### src/rtl/lsu_bus_ctrl_if.sv
// Valid/ready data-memory bus between the load/store unit (master) and memory (slave).
interface lsu_bus_ctrl_if;
  logic        bus_req;
  logic        bus_we;
  logic [31:0] bus_addr;
  logic [3:0]  bus_be;
  logic [31:0] bus_wdata;
  logic        bus_ready;
  logic        bus_rvalid;
  logic [31:0] bus_rdata;

  modport master (
    output bus_req, bus_we, bus_addr, bus_be, bus_wdata,
    input  bus_ready, bus_rvalid, bus_rdata
  );

  modport slave (
    input  bus_req, bus_we, bus_addr, bus_be, bus_wdata,
    output bus_ready, bus_rvalid, bus_rdata
  );
endinterface

### src/rtl/lsu_bus_ctrl.sv
// Load/store unit: turns core load/store controls into byte-lane bus requests,
// stalls the core until the access completes and returns extended load data.
module lsu_bus_ctrl #(
  parameter int TIMEOUT = 16,
  parameter int TO_W    = 5
) (
  input  logic           clk,
  input  logic           reset,
  input  logic           MemRead,
  input  logic           MemWrite,
  input  logic [2:0]     Funct3,
  input  logic [31:0]    Mem_WrAddr,
  input  logic [31:0]    Mem_WrData,
  output logic [31:0]    ReadData,
  output logic           Stall,
  output logic           MisalignErr,
  output logic           BusErr,
  lsu_bus_ctrl_if.master bus
);

  typedef enum logic [1:0] {S_IDLE, S_REQ, S_WAIT, S_DONE} state_e;

  localparam logic [TO_W-1:0] CNT_LAST = TO_W'(TIMEOUT - 1);

  state_e          state_q, state_d;
  logic            we_q, we_d;
  logic [31:0]     addr_q, addr_d;
  logic [3:0]      be_q, be_d;
  logic [31:0]     wdata_q, wdata_d;
  logic [2:0]      f3_q, f3_d;
  logic [1:0]      lo_q, lo_d;
  logic [31:0]     data_q, data_d;
  logic [TO_W-1:0] cnt_q, cnt_d;
  logic            bus_err_q, bus_err_d;

  logic            access, size_ok, illegal, legal;
  logic [3:0]      be_new;
  logic [31:0]     wdata_new;

  function automatic logic [31:0] extract(input logic [31:0] word, input logic [2:0] f3,
                                          input logic [1:0] lo);
    logic [7:0]  b;
    logic [15:0] h;
    b = word[{lo, 3'b000} +: 8];
    h = lo[1] ? word[31:16] : word[15:0];
    case (f3)
      3'b000:  extract = {{24{b[7]}}, b};
      3'b001:  extract = {{16{h[15]}}, h};
      3'b100:  extract = {24'h0, b};
      3'b101:  extract = {16'h0, h};
      default: extract = word;
    endcase
  endfunction

  always_comb begin
    access = MemRead | MemWrite;
    case (Funct3)
      3'b000, 3'b100: size_ok = 1'b1;
      3'b001, 3'b101: size_ok = ~Mem_WrAddr[0];
      3'b010:         size_ok = (Mem_WrAddr[1:0] == 2'b00);
      default:        size_ok = 1'b0;
    endcase
    illegal = ~size_ok | (MemRead & MemWrite);
    legal   = access & ~illegal;

    // Store lanes follow the access size; loads always fetch the whole word.
    case (Funct3[1:0])
      2'b00: begin
        be_new    = 4'b0001 << Mem_WrAddr[1:0];
        wdata_new = {4{Mem_WrData[7:0]}};
      end
      2'b01: begin
        be_new    = Mem_WrAddr[1] ? 4'b1100 : 4'b0011;
        wdata_new = {2{Mem_WrData[15:0]}};
      end
      default: begin
        be_new    = 4'b1111;
        wdata_new = Mem_WrData;
      end
    endcase
    if (!MemWrite) be_new = 4'b1111;
  end

  always_comb begin
    // NOTE: every variable gets a default before the case so no path can infer a latch.
    state_d   = state_q;
    we_d      = we_q;
    addr_d    = addr_q;
    be_d      = be_q;
    wdata_d   = wdata_q;
    f3_d      = f3_q;
    lo_d      = lo_q;
    data_d    = data_q;
    cnt_d     = cnt_q;
    bus_err_d = 1'b0;

    case (state_q)
      S_IDLE: begin
        if (legal) begin
          state_d = S_REQ;
          we_d    = MemWrite;
          addr_d  = {Mem_WrAddr[31:2], 2'b00};
          be_d    = be_new;
          wdata_d = wdata_new;
          f3_d    = Funct3;
          lo_d    = Mem_WrAddr[1:0];
        end
      end
      S_REQ: begin
        // A response only counts once the request has been accepted.
        if (bus.bus_ready) begin
          cnt_d = '0;
          if (bus.bus_rvalid) begin
            state_d = S_DONE;
            if (!we_q) data_d = extract(bus.bus_rdata, f3_q, lo_q);
          end else begin
            state_d = S_WAIT;
          end
        end
      end
      S_WAIT: begin
        cnt_d = cnt_q + 1'b1;
        if (bus.bus_rvalid) begin
          state_d = S_DONE;
          if (!we_q) data_d = extract(bus.bus_rdata, f3_q, lo_q);
        end else if (cnt_q == CNT_LAST) begin
          state_d   = S_DONE;
          bus_err_d = 1'b1;
          data_d    = '0;
        end
      end
      S_DONE:  state_d = S_IDLE;
      default: state_d = S_IDLE;
    endcase
  end

  always_ff @(posedge clk or negedge reset) begin
    if (!reset) begin
      state_q   <= S_IDLE;
      we_q      <= 1'b0;
      addr_q    <= '0;
      be_q      <= '0;
      wdata_q   <= '0;
      f3_q      <= '0;
      lo_q      <= '0;
      data_q    <= '0;
      cnt_q     <= '0;
      bus_err_q <= 1'b0;
    end else begin
      // NOTE: non-blocking updates so every flop samples the pre-edge values.
      state_q   <= state_d;
      we_q      <= we_d;
      addr_q    <= addr_d;
      be_q      <= be_d;
      wdata_q   <= wdata_d;
      f3_q      <= f3_d;
      lo_q      <= lo_d;
      data_q    <= data_d;
      cnt_q     <= cnt_d;
      bus_err_q <= bus_err_d;
    end
  end

  assign bus.bus_req   = (state_q == S_REQ);
  assign bus.bus_we    = we_q;
  assign bus.bus_addr  = addr_q;
  assign bus.bus_be    = be_q;
  assign bus.bus_wdata = wdata_q;

  // Stall is held low while reset is asserted even if a load is being presented.
  assign Stall       = reset & (((state_q == S_IDLE) & legal) | (state_q == S_REQ) |
                                (state_q == S_WAIT));
  assign MisalignErr = access & illegal;
  assign BusErr      = bus_err_q;
  assign ReadData    = ((state_q == S_IDLE) & MisalignErr & MemRead) ? 32'h0 : data_q;

endmodule

### src/flat_wrapper.sv
// flat-port wrapper written by rule: the top's interface ports become plain ports
module lsu_bus_ctrl_flat 
#(
  parameter int TIMEOUT = 16,
  parameter int TO_W    = 5
)
  (clk, reset, MemRead, MemWrite, Funct3, Mem_WrAddr, Mem_WrData, ReadData, Stall, MisalignErr, BusErr, bus_bus_req, bus_bus_we, bus_bus_addr, bus_bus_be, bus_bus_wdata, bus_bus_ready, bus_bus_rvalid, bus_bus_rdata);
  lsu_bus_ctrl_if bus_i ();
  input  logic clk;
  input  logic reset;
  input  logic MemRead;
  input  logic MemWrite;
  input  logic [2:0] Funct3;
  input  logic [31:0] Mem_WrAddr;
  input  logic [31:0] Mem_WrData;
  output logic [31:0] ReadData;
  output logic Stall;
  output logic MisalignErr;
  output logic BusErr;
  output wire logic [$bits(bus_i.bus_req)-1:0] bus_bus_req;
  output wire logic [$bits(bus_i.bus_we)-1:0] bus_bus_we;
  output wire logic [$bits(bus_i.bus_addr)-1:0] bus_bus_addr;
  output wire logic [$bits(bus_i.bus_be)-1:0] bus_bus_be;
  output wire logic [$bits(bus_i.bus_wdata)-1:0] bus_bus_wdata;
  input wire logic [$bits(bus_i.bus_ready)-1:0] bus_bus_ready;
  input wire logic [$bits(bus_i.bus_rvalid)-1:0] bus_bus_rvalid;
  input wire logic [$bits(bus_i.bus_rdata)-1:0] bus_bus_rdata;
  assign bus_bus_req = bus_i.bus_req;
  assign bus_bus_we = bus_i.bus_we;
  assign bus_bus_addr = bus_i.bus_addr;
  assign bus_bus_be = bus_i.bus_be;
  assign bus_bus_wdata = bus_i.bus_wdata;
  assign bus_i.bus_ready = bus_bus_ready;
  assign bus_i.bus_rvalid = bus_bus_rvalid;
  assign bus_i.bus_rdata = bus_bus_rdata;
  lsu_bus_ctrl #(.TIMEOUT(TIMEOUT), .TO_W(TO_W)) u_core (.clk(clk), .reset(reset), .MemRead(MemRead), .MemWrite(MemWrite), .Funct3(Funct3), .Mem_WrAddr(Mem_WrAddr), .Mem_WrData(Mem_WrData), .ReadData(ReadData), .Stall(Stall), .MisalignErr(MisalignErr), .BusErr(BusErr), .bus(bus_i));
endmodule
### config.mk
export PLATFORM = sky130hd
export DESIGN_NAME = lsu_bus_ctrl_flat
export DESIGN_NICKNAME = d
export VERILOG_FILES = /design/src/rtl/lsu_bus_ctrl_if.sv /design/src/rtl/lsu_bus_ctrl.sv /design/src/flat_wrapper.sv
export SDC_FILE = /design/constraint.sdc
export NUM_CORES = 1
export LEC_CHECK = 0
export ABC_AREA = 1
export BUFFER_PORTS_ARGS = -buffer_cell sky130_fd_sc_hd__buf_2
export CORE_AREA = 2 2 110 112
export CTS_CLUSTER_DIAMETER = 80
export DETAILED_ROUTE_END_ITERATION = 10
export DIE_AREA = 0 0 112 114
export HOLD_SLACK_MARGIN = 0.1
export PLACE_DENSITY = 0.81
export SLEW_MARGIN = 20
export SYNTH_ARGS = -nofsm -noshare
export SYNTH_HDL_FRONTEND = slang
export SYNTH_SLANG_ARGS = --single-unit
### constraint.sdc
create_clock -name clk -period 2.4 [get_ports clk]
set_input_delay 0.36 -clock clk [delete_from_list [all_inputs] [get_ports clk]]
set_output_delay 0.36 -clock clk [all_outputs]
set_load 0.05 [all_outputs]
==> results of run 1 <==
## per-layer routing
metal / up-vias / share of wire / GRT usage
met1: 2436 / 0.43 / 0.305
met3: 15 / 0.075 / 0.0553
li1: 2775 / - / -
met5: - / 0 / 0
met2: 191 / 0.48 / 0.398
met4: 0 / 0.012 / 0.0642
## state kept, by name, summed over array words and instances, names as in the netlist
signal,flops
u_core.bus.bus_wdata,32
u_core.state_q,2
u_core.bus.bus_be,4
u_core.BusErr,1
u_core.bus.bus_addr,30
u_core.cnt_q,5
u_core.bus.bus_we,1
u_core.lo_q,2
u_core.data_q,32
u_core.f3_q,3
## power groups by stage
stage	clock network [mW]	registers, mW	logic (mW)
2_1_floorplan	0	5.01	2.96
3_3_place_gp	0	3.19	6.19
3_5_place_dp	0	3.20	6.28
5_1_grt	1.57	3.30	6.79
4_1_cts	1.48	3.19	6.29
6_report	1.47	3.19	6.25
## how the worst max path moves through the flow
stage,startpoint,endpoint
after floorplan,u_core.state_q[1],Stall
after global placement,u_core.state_q[0],u_core.data_q[0]
after detailed placement,u_core.state_q[0],u_core.data_q[31]
after CTS,u_core.state_q[0],ReadData[21]
after global routing,u_core.state_q[0],ReadData[25]
final,u_core.state_q[0],ReadData[21]
## Yosys cell counts (7+ instances only)
cell type	instances
sky130_fd_sc_hd__inv_1	116
sky130_fd_sc_hd__o21ai_1	50
sky130_fd_sc_hd__a21oi_1	37
sky130_fd_sc_hd__dfrtp_1	112
sky130_fd_sc_hd__nand3_1	18
sky130_fd_sc_hd__nand2_1	174
sky130_fd_sc_hd__nor2_1	76
sky130_fd_sc_hd__buf_2	13
sky130_fd_sc_hd__o21ai_0	81
sky130_fd_sc_hd__clkbuf_1	11
sky130_fd_sc_hd__o211ai_1	10
sky130_fd_sc_hd__mux2i_1	8
sky130_fd_sc_hd__o21bai_1	7
## cell families (layout without fill, tap and decap cells)
group / after synthesis / in the layout
fa+ha+maj: 5 / 5
mux: 8 / 8
flops: 112 / 112
other cells: 1 / 2
buf+inv: 156 / 350
compound gates: 191 / 191
simple gates: 285 / 285
## layout make-up
cell class / count / area [µm²]
fillers: 1088 / 4520
flip-flops and latches: 112 / 2800
multi-input cells: 491 / 2330
repair buffers: 216 / 1140
inverters: 119 / 447
clock buffers: 10 / 239
well taps: 147 / 184
clock inverters: 5 / 46.3
## worst max-delay path, cell delays in order (launching register included)
cell,delay (ns)
sky130_fd_sc_hd__dfrtp_1,0.39
sky130_fd_sc_hd__inv_1,0.09
sky130_fd_sc_hd__ha_1,0.26
sky130_fd_sc_hd__nand3_1,0.10
sky130_fd_sc_hd__inv_1,0.06
sky130_fd_sc_hd__buf_12,0.17
sky130_fd_sc_hd__nor2_1,0.11
sky130_fd_sc_hd__buf_2,0.27
==> flow_results.org, run 1 <==
** Timing
- Static timing analysis puts the maximum clock frequency at 0.462 GHz.
- At the pin with the least slew margin, the transition time is 0.596 ns.
- The final count of hold timing violations came to 0.
- Worst slew margin relative to its limit :: 0.603
- Setup TNS :: 0 ns
- Across the routed clock network, the largest skew measured is 0.00514 ns.
- Final hold slack :: 0.103 ns
- In the finished design, the share of the clock period the worst path needs comes to 0.901.
- Smallest setup slack after layout :: 0.237 ns
- Counting I/O delays and the setup requirement, the final critical path takes 2.16 ns.
- Setup violations, final :: 0
- The number of pins with negative max-slew slack in the final report was 0.
- Setup repair after global routing missed its margin :: false

** Synth
- Combinational family with the most area after synthesis :: simple AND/OR/NAND/NOR gates
- Number of enable-type register cells in the synthesized netlist :: 0
- Proportion of netlist area held by the largest area contributor :: 0.483
- Mux cell area share after synthesis :: 0.0138
- In this run, distinct cell masters in the synthesized netlist total 32.
- Averaged over all synthesized cells, the footprint is 7.65 µm².
- The complex-gate fraction of the synthesized area came to 0.175.
- Of the total synthesized cell area, the portion taken by AND, OR, NAND and NOR gates is 0.200.
- Xor/xnor share of the synthesized area :: 0
- Synthesized-area fraction occupied by adder cells :: 0.0108
- After synthesis the netlist holds a flip-flop and latch count of 112.
- Cell Area, Synth :: 5800 µm²
- Yosys attributes the largest share of cell area to sky130_fd_sc_hd__dfrtp_1, sky130_fd_sc_hd__nand2_1, sky130_fd_sc_hd__inv_1.
- Most common flop cell mapped by yosys :: sky130_fd_sc_hd__dfrtp_1
- Synthesis produced 758 cells.
- Ys async rst share :: 1.00
- Summed over all instances, the cell type with the most area after synthesis is sky130_fd_sc_hd__dfrtp_1.
- The share of the Yosys chip area taken by registers is 0.483.
- Yosys warning total :: 0

** Power and ir drop
- Relative contribution of sequential cells to total power :: 0.293
- Logic gate share of total power :: 0.573
- Maximum ir drop on the vdd rail :: 0.893 mV
- Relative contribution of the clock network to total power :: 0.135
- Switch share :: 0.548
- Summed over all nets, the switching power comes to 5.98 mW.
- Internal power :: 4.93 mW
- Total power density per cell area :: 1520 nW/µm²
- Leakage power figure :: 4.09 nW
- The design draws 10.9 mW.

** Critical path
- Data on the critical path arrives at its endpoint at 1.80 ns.
- Worst Reg2Reg Path Length in Cells :: 8
- Largest fanout on the critical path :: 32
- The worst setup path is launched from a register.
- Kind of capture point of the worst setup path :: primary output
- Required time reported for the critical path endpoint :: 2.04 ns
- The critical path is of the register to primary output type.
- Setup slack of the worst register-to-register path :: 0.37 ns
- The endpoint identified for the worst register-to-register timing path is u_core.data_q[31].
- The startpoint identified for the worst register-to-register timing path is u_core.state_q[0].

** Floorplanning
- Initial Utilization :: 0.495
- The floorplan step set the die width to 112 µm.
- Die ar. :: 12800 µm²
- 210 I/O pins were placed.
- The floorplan has 40 rows.
- The total area inside the core boundary comes to 11700 µm².
- Measured along the y axis, the die boundary spans 114 µm.

** Run status
- The run finished with clean final reports.

** CTS
- In this run the post-CTS setup repair buffer count came out at 0.
- Post-cts gate resize count :: 0
- Post-cts hold buffer count :: 0
- TritonCTS clock tree :: yes
- The cell sitting at the root of the clock tree is a sky130_fd_sc_hd__clkbuf_16.
- Maximum level of the CTS H-tree :: 3
- Clock Latency Late Sink :: 0.34 ns
- No sink is reached through more buffers than the 2 on the longest clock path.
- Counting the buffers created by CTS gives 9.
- Clk slew on worst S/H paths :: 0.08 ns
- Clock tree synthesis found a total of 112 sinks.

** Finish
- Summing all non-filler instances in the final layout gives an area of 7190 µm².
- Ant diodes :: 0
- The final layout contains 1059 nets.
- For this run, the number of standard cells in the final layout without fillers is 1100.
- End-of-flow core utilization :: 0.614
- In the layout the commonest cells are sky130_fd_sc_hd__buf_2, sky130_fd_sc_hd__nand2_1, sky130_fd_sc_hd__inv_1.
- The library cell used most frequently in the layout, excluding fill and tap cells, is sky130_fd_sc_hd__buf_2.
- Fraction of layout instances using a drive strength above 1 :: 0.257
- From synthesis to final layout, the design area changed by 24.0%.

** Routing
- The first detailed-routing pass took 5 iterations.
- WL final :: 15000 µm
- Number of nets still failing antenna checks after routing :: 0
- After the first detailed-routing iteration, the DRC count stood at 326.
- Post-route DRC violation count :: 0
- After detailed routing, the average wire length per cell comes to 13.6 µm.
- The final route contains 5417 vias.
- After detailed routing, the number of vias per cell comes to 4.92.

** GRT
- In the global route stage, overall resource usage came out at 0.234.
- Entering global routing, the biggest net connects 145 pins.
- The first global-routing pass estimated 24300 µm of wire.
- Remaining global-route overflow :: 0
- Number of global-route vias before repair :: 5018
- Initial antenna violation count :: 0

** Placed design
- Once detailed placement completed, the half-perimeter wirelength came to 11000 µm.
- Number of I/O port buffers :: 207
- Post-Place Cell Area :: 6900 µm²
- Prior to clock tree synthesis, the placed netlist has a worst setup slack of 0.388 ns.
- Placed Cells :: 1085
- The congestion estimate from routability-driven global placement came to 0.858.

** Run
- The tool flagged a number of max-cap violations equal to 0.

** Min path
- Classification of the worst-slack hold path :: input port to async pin
No activity file was read; power rests on OpenSTA's default activity.
==> run 2: changes to the inputs <==
--- a/config.mk
+++ b/config.mk
@@ -5,14 +5,13 @@
 export SDC_FILE = /design/constraint.sdc
 export NUM_CORES = 1
 export LEC_CHECK = 0
-export ABC_AREA = 1
 export BUFFER_PORTS_ARGS = -buffer_cell sky130_fd_sc_hd__buf_2
-export CORE_AREA = 2 2 110 112
+export CORE_AREA = 2 2 107 109
 export CTS_CLUSTER_DIAMETER = 80
 export DETAILED_ROUTE_END_ITERATION = 10
-export DIE_AREA = 0 0 112 114
+export DIE_AREA = 0 0 109 111
 export HOLD_SLACK_MARGIN = 0.1
-export PLACE_DENSITY = 0.81
+export PLACE_DENSITY = 0.82
 export SLEW_MARGIN = 20
 export SYNTH_ARGS = -nofsm -noshare
 export SYNTH_HDL_FRONTEND = slang
==> run 2 against run 1 <==
  * Wire length shrank 9.1%
  * Flip-flop and latch count is the same
  * Synthesized area shrank 4.9%
  * Sequential power grew 4%
  * Sequential share of layout area grew 0.70 points
  * Hold slack lost 0.029 ns
  * Worst setup slack lost 0.054 ns
  * Synthesized cell count shrank 34%
  * Critical path depth shrank 1
  * Combinational power grew 3.4%
  * Final cell count shrank 23%
  * Critical path type unchanged
  * Largest cell class unchanged
==> flow_results.org, run 2 <==
** Critical path
- Type of the setup path with the least slack :: register to primary output
- The worst register-to-register path ends at u_core.data_q[29].
- Biggest cell delay along the critical path :: 0.40 ns
- CP max stage cell :: sky130_fd_sc_hd__dfrtp_1
- Largest fanout on the critical path :: 32
- Kind of capture point of the worst setup path :: primary output
- Setup slack of the worst register-to-register path :: 0.35 ns
- Required time reported for the critical path endpoint :: 2.04 ns
- WP data arrival :: 1.86 ns
- The signal on the critical path passes through inv_1 > ha_1 > o211a_1 > buf_6 > nor2b_1 > buf_2.
- Reg2reg start :: u_core.state_q[0]
- Worst Reg2Reg Path Length in Cells :: 6
- Startpoint kind of the worst setup timing path :: register

** Power and ir drop
- Switching power :: 5.83 mW
- Logic gate share of total power :: 0.560
- Of the total power, the share spent switching nets is 0.506.
- Maximum ir drop on the vdd rail :: 1.47 mV
- Power consumption :: 11.5 mW
- Internal power :: 5.70 mW
- The share of total power dissipated in sequential elements is 0.289.
- In this run the power density over the cells is 1630 nW/µm².
- Summed over all cells, the static leakage comes to 3.54 nW.
- Relative contribution of the clock network to total power :: 0.151

** Routing
- Drt pass-1 iters :: 4
- Number of nets still failing antenna checks after routing :: 0
- Routed WL per cell :: 16.1 µm
- Vias per std cell :: 5.41
- Via Count :: 4567
- Post-route DRC violation count :: 0
- WL final :: 13600 µm
- DR iter-0 viols :: 199

** Synth
- In the synthesized netlist, the cells that appear most often are sky130_fd_sc_hd__dfrtp_1, sky130_fd_sc_hd__o21ai_0, sky130_fd_sc_hd__mux2_2.
- Most repeated cell in the gate-level netlist after synthesis :: sky130_fd_sc_hd__dfrtp_1
- Flip-flop and latch count after synthesis :: 112
- Counting flops with a built-in enable in the synthesized netlist gives 0.
- Per-instance average area after synthesis :: 11.0 µm²
- Count of different cell masters after synthesis :: 43
- Of the post-synthesis cell area, the dominant cell type holds 0.509.
- Syn Inst Count :: 499
- Ys async rst share :: 1.00
- Cell Area, Synth :: 5510 µm²
- Most common flop cell mapped by yosys :: sky130_fd_sc_hd__dfrtp_1
- Cell types with the largest area share after synthesis :: sky130_fd_sc_hd__dfrtp_1, sky130_fd_sc_hd__mux2_2, sky130_fd_sc_hd__mux2i_1
- Yosys warning total :: 0
- Fraction of the yosys area taken by sequential cells :: 0.509
- The synthesized design spends more area on one cell type than any other, namely sky130_fd_sc_hd__dfrtp_1.

** Placed design
- Setup WS pre-CTS :: 0.160 ns
- Number of I/O port buffers :: 207
- Post-Place Cell Area :: 6710 µm²
- Once detailed placement completed, the half-perimeter wirelength came to 10000 µm.
- Weighted congestion at the end of routability-driven global placement :: 0.797

** Floorplanning
- Die W :: 109 µm
- In this run the standard cell core region covers 11100 µm².
- For this configuration, the core starts out at a cell density of 0.497.
- The floorplan step defined a die boundary enclosing 12100 µm².
- Row generation in the floorplan step produced 39 rows.
- Die extent in y :: 111 µm
- For this design the top-level I/O count stands at 210.

** CTS
- TritonCTS created 9 clock buffers.
- Clock Latency Late Sink :: 0.35 ns
- Root buffer cell :: sky130_fd_sc_hd__clkbuf_16
- Post-cts gate resize count :: 0
- Clock-pin slew was measured on the worst setup and hold paths at 0.07 ns.
- Once the clock tree was built, the setup fixing pass inserted 0 buffers.
- TritonCTS built the clock tree.
- Clk sinks :: 112
- Buffers inserted to repair hold after CTS numbered 0.
- Maximum level of the CTS H-tree :: 3
- Maximum count of clock buffers along a single path :: 2

** Timing
- Between clock sinks in the finished design, the worst skew comes to 0.00584 ns.
- Shortest period the worst path allows :: 2.22 ns
- Setup repair after global routing missed its margin :: false
- Final hold slack :: 0.0740 ns
- The worst pin sits at a relative slew slack of 0.343.
- For this run, the top clock speed supported by timing is 0.451 GHz.
- Count of pins over their slew limit :: 0
- Setup total negative slack on the finished layout was measured at 0 ns.
- For the pin with the worst max-slew slack, the measured transition is 0.983 ns.
- Smallest setup slack after layout :: 0.182 ns
- Of the available clock period, the critical path in the final layout requires 0.924.
- Total count of hold-check failures in the final report :: 0
- Setup violations remaining at the end of the flow were counted as 0.

** GRT
- First-pass GRT wire length :: 22100 µm
- Across every metal layer, demand over resource in global routing totals 0.232.
- The number of antenna violations at the first check in global routing came to 0.
- Number of global-route vias before repair :: 4611
- Entering global routing, the biggest net connects 113 pins.
- Global routing finished with a remaining overflow of 0.

** Finish
- Post-route design area :: 7060 µm²
- Most frequent cells in the layout :: sky130_fd_sc_hd__buf_2, sky130_fd_sc_hd__dfrtp_1, sky130_fd_sc_hd__o21ai_0
- Leading cell type in the layout, fill and taps excluded :: sky130_fd_sc_hd__buf_2
- Ant diodes :: 0
- Number of nets in the final layout :: 806
- Of the cells placed in the final design, the portion with a size suffix greater than 1 is 0.411.
- Area growth from synthesis to layout :: 28.2%

** Run
- Max-cap violation count :: 0

** Run status
- Outcome :: completed

** Min path
- The tightest min-delay check is of the input port to async pin type.
==> run 2: cell count changes after synthesis, moves of 17 or more <==
| cell | delta |
|---|---|
| sky130_fd_sc_hd__mux2_2 | +47 |
| sky130_fd_sc_hd__nand2b_1 | +20 |
| sky130_fd_sc_hd__nand2_1 | -137 |
| sky130_fd_sc_hd__nor2b_1 | +33 |
| sky130_fd_sc_hd__o21ai_0 | -30 |
| sky130_fd_sc_hd__nand3_1 | -17 |
| sky130_fd_sc_hd__a22o_1 | +18 |
| sky130_fd_sc_hd__inv_1 | -108 |
| sky130_fd_sc_hd__a21oi_1 | -24 |
| sky130_fd_sc_hd__mux2i_1 | +19 |
| sky130_fd_sc_hd__o21ai_1 | -50 |
| sky130_fd_sc_hd__nor2_1 | -51 |
==> run 2: cell type report <==
type,instances,area [µm²]
Fill cell,844,4010
Sequential cell,112,2800
Multi-Input combinational cell,345,2520
Timing Repair Buffer,219,1170
Clock buffer,10,239
Tap cell,143,179
Clock inverter,6,115
Inverter,9,33.8
==> run 2: how the worst max path moves through the flow <==
stage	start	cells after the start	slack [ns]	to
2_1_floorplan	u_core.state_q[1]	7	0.07	u_core.data_q[16]
3_3_place_gp	Funct3[0]	7	0.27	ReadData[13]
3_5_place_dp	Funct3[0]	7	0.16	ReadData[0]
4_1_cts	u_core.state_q[0]	6	0.12	ReadData[13]
5_1_grt	u_core.state_q[0]	5	0.03	Stall
6_report	u_core.state_q[0]	6	0.18	ReadData[9]
==> run 2: through the flow <==
stage          instances   util
2_1_floorplan        500      -
3_3_place_gp         828  0.605
3_5_place_dp         828  0.605
4_1_cts              844  0.637
5_1_grt              844  0.638
6_report             844  0.638
==> run 2: kinds of logic after synthesis <==
group | synth area share
and+or+nand+nor | 0.125
AOI/OAI and AO/OA | 0.159
DFF | 0.509
muxes | 0.157
buffers and inverters | 0.0345
adders and majority gates | 0.0132
other | 0.000681
xor gates and xnor gates | 0.00159
==> run 2: critical path: cells and delay by family, from the launching register on <==
kind	cells	cell delay, ns
and+or+nand+nor	1	0.14
AOI/OAI and AO/OA	1	0.15
DFF	1	0.40
adders and majority gates	1	0.25
buffers and inverters	3	0.56
==> run 2: power by group through the flow <==
stage	Clock, mW	Combinational, mW	Sequential, mW
floorplan	0	3.05	5.23
global placement	0	6.34	3.31
detailed placement	0	6.48	3.36
CTS	1.78	6.50	3.33
global route	1.86	6.84	3.44
finish	1.75	6.46	3.33
==> run 2: metal layers <==
layer,vias up,wire (µm),global-route usage
li1,2158,-,-
met1,2187,5600,0.293
met2,202,6500,0.362
met3,20,1180,0.0700
met4,0,303,0.107
met5,-,0,0
==> run 3: changes to the inputs <==
--- a/config.mk
+++ b/config.mk
@@ -5,13 +5,12 @@
 export SDC_FILE = /design/constraint.sdc
 export NUM_CORES = 1
 export LEC_CHECK = 0
-export BUFFER_PORTS_ARGS = -buffer_cell sky130_fd_sc_hd__buf_2
-export CORE_AREA = 2 2 107 109
+export CORE_AREA = 2 2 139 141
 export CTS_CLUSTER_DIAMETER = 80
 export DETAILED_ROUTE_END_ITERATION = 10
-export DIE_AREA = 0 0 109 111
+export DIE_AREA = 0 0 141 143
+export DONT_BUFFER_PORTS = 1
 export HOLD_SLACK_MARGIN = 0.1
-export PLACE_DENSITY = 0.82
 export SLEW_MARGIN = 20
 export SYNTH_ARGS = -nofsm -noshare
 export SYNTH_HDL_FRONTEND = slang
==> run 3 against run 2 <==
  * The flow now finishes with violations (hold timing)
  * Final area decreased by 11%
  * Clock skew rose by 0.0053 ns
  * Wire length up 8.0%
  * Utilization is 30 points lower
  * Clock power shrank 9%
  * Non-clock buffer count shrank 176
  * Via count fell by 14%
  * Worst setup slack worse by 0.030 ns
==> flow_results.org, run 3 (synthesis results as in run 2) <==
** Run status
- The flow ran to the end, but the final reports show violations.
- The checks that failed: hold timing.

** Timing
- Top achievable clock speed :: 0.445 GHz
- Shortest period the worst path allows :: 2.25 ns
- Worst slew margin relative to its limit :: 0.284
- Setup repair after global routing left no endpoint under its margin.
- Final hold slack :: -0.310 ns
- Count of pins over their slew limit :: 0
- Period Utilization, post-route :: 0.937
- The final count of hold timing violations was 112.
- For the pin with the worst max-slew slack, the measured transition is 1.07 ns.
- On the final layout, the worst clock skew is 0.0111 ns.
- Setup violations remaining at the end of the flow were counted as 0.
- Setup TNS :: 0 ns

** Finish
- Leading cell type in the layout, fill and taps excluded :: sky130_fd_sc_hd__dfrtp_1
- For this run, the share of the core covered by cells in the final layout is 0.339.
- From synthesis to final layout, the design area changed by 14.3%.
- Fraction of layout instances using a drive strength above 1 :: 0.211
- The top cell types in the final layout, fill and taps aside, are sky130_fd_sc_hd__dfrtp_1, sky130_fd_sc_hd__o21ai_0, sky130_fd_sc_hd__mux2_2.
- 0 antenna diodes ended up in the layout.
- At the end of the flow, the number of nets in the layout was 630.

** CTS
- CTS built an H-tree with a depth of 3.
- The longest clock path from root to sink contains 2 buffers.
- Number of buffers inserted during clock tree synthesis :: 9
- Clock-pin slew was measured on the worst setup and hold paths at 0.08 ns.
- For the worst-skew pair, the clock arrives at the later sink with an insertion delay of 0.36 ns.
- Counting every sink on the clock net gives 112.
- Root buffer cell :: sky130_fd_sc_hd__clkbuf_16
- TritonCTS clock tree :: yes

** Critical path
- Startpoint kind of the worst setup timing path :: register
- The signal on the critical path passes through inv_1 > ha_1 > o211a_1 > buf_6 > nor2b_1 > buf_4.
- Required time reported for the critical path endpoint :: 2.04 ns
- Data on the critical path arrives at its endpoint at 1.89 ns.
- Cell family contributing the most delay on the critical path :: buffers and inverters
- WP buf/inv :: 3
- Biggest cell delay along the critical path :: 0.40 ns
- The slowest stage of the critical path belongs to the cell sky130_fd_sc_hd__dfrtp_1.
- Largest fanout on the critical path :: 32
- Kind of capture point of the worst setup path :: primary output
- The critical path is of the register to primary output type.

** Placed design
- Half-perimeter wire length of the detailed placement result :: 10800 µm
- Number of I/O port buffers :: 0
- Weighted congestion at the end of routability-driven global placement :: 0.817

** Floorplanning
- Die extent in y :: 143 µm
- Die W :: 141 µm
- Floorplan Core Area :: 18600 µm²
- Row generation in the floorplan step produced 50 rows.
- Initial Utilization :: 0.297
- The floorplan step defined a die boundary enclosing 20200 µm².
- For this design the top-level I/O count stands at 210.

** Routing
- Number of nets still failing antenna checks after routing :: 0
- After detailed routing, the average wire length per cell comes to 19.3 µm.
- Via Count :: 3932
- DR iter-0 viols :: 260
- The pre-antenna-repair detailed-routing pass consisted of 4 iterations.
- Post-route DRC violation count :: 0
- The final layout contains routed wiring with a total length of 14700 µm.
- Using the TritonRoute via totals, the vias-per-cell ratio works out to 5.18.

** Power and ir drop
- IR analysis of the VDD net gives a maximum drop of 0.731 mV.
- Power consumption :: 10.9 mW
- Total power density per cell area :: 1730 nW/µm²
- The analysis attributes to cell leakage a power of 2.79 nW.

** Min path
- The min-delay analysis places its worst path in the category input port to async pin.

** GRT
- The number of global-route vias before repair was 4157.
- The first global-routing pass estimated 22900 µm of wire.
- Entering global routing, the biggest net connects 114 pins.
- Remaining global-route overflow :: 0
- For this run, global-route usage on met3 was measured as 0.0520.
- Global routing met1 resource utilization :: 0.169
- met2 is the most crowded layer.
- Across every metal layer, demand over resource in global routing totals 0.145.
- In the global route stage, met2 resource usage came out at 0.246.
- The number of antenna violations at the first check in global routing came to 0.

** Run
- Max-cap violation count :: 0
-- run 3: cell types whose count changed in the layout (fill, tap and decap cells not counted), moves of 2 or more --
cell	previous run	this run
sky130_fd_sc_hd__bufinv_16	3	1
sky130_fd_sc_hd__clkinvlp_4	0	2
sky130_fd_sc_hd__buf_4	9	41
sky130_fd_sc_hd__buf_12	3	1
sky130_fd_sc_hd__buf_2	206	0
-- run 3: per-stage QoR --
stage / hold WS (ns) / instance area, µm² / instances / worst slack (ns)
2_1_floorplan: 0.0644 / 5510 / 500 / 0.0653
3_3_place_gp: 0.0673 / 5990 / 743 / 0.318
3_5_place_dp: 0.0673 / 5990 / 743 / 0.248
4_1_cts: -0.323 / 6290 / 759 / 0.0611
5_1_grt: -0.334 / 6300 / 759 / 0.0409
6_report: -0.310 / 6300 / 759 / 0.152
-- run 3: path summary, 6_finish.rpt --
kind / start / depth (start not counted) / end / slack [ns]
worst max-delay path: u_core.state_q[0] / 6 / ReadData[9] / 0.15
worst min-delay path: reset / 0 / u_core.bus.bus_addr[30] / -0.31
worst max register to register: u_core.state_q[0] / 7 / u_core.data_q[7] / 0.22
max in group asynchronous: reset / 0 / u_core.cnt_q[3] / 2.56
min in group clk: Mem_WrAddr[24] / 1 / u_core.bus.bus_addr[24] / 0.13
worst min register to register: u_core.cnt_q[4] / 2 / u_core.cnt_q[4] / 0.50
-- run 3: worst register-to-register path: cells and delay by family (launching register included) --
kind,cells,cell delay (ns)
flip-flops,1,0.40
buffers and inverters,2,0.32
adder cells (fa/ha/maj),1,0.30
AO/OA/AOI/OAI,1,0.25
multiplexers,1,0.52
AND/OR/NAND/NOR,2,0.29
-- run 3: layout make-up --
class,count,area (µm²)
fill,1842,12300
sequential,112,2800
multi-input combinational,345,2520
clock buffer,10,229
inverter,9,33.8
tap,234,293
clock inverter,6,76.3
timing repair buffer,43,339
-- run 3: layer usage --
layer | vias up | share of wire
met3 | 19 | 0.092
li1 | 1812 | -
met2 | 171 | 0.49
met4 | 0 | 0.018
met1 | 1930 | 0.40
met5 | - | 0
-- run 3: repair_timing --
item / CTS / global route
hold endpoints to repair: 112 / 112
setup buffers: 0 / 0
setup endpoints to repair: 0 / 30
resized for setup: 0 / 1
-- run 3: power breakdown --
| group | switching, mW | internal [mW] | total (mW) |
|---|---|---|---|
| Sequential | 2.73 | 2.75 | 5.48 |
| Combinational | 2.27 | 1.56 | 3.83 |
| Clock | 0.756 | 0.831 | 1.59 |
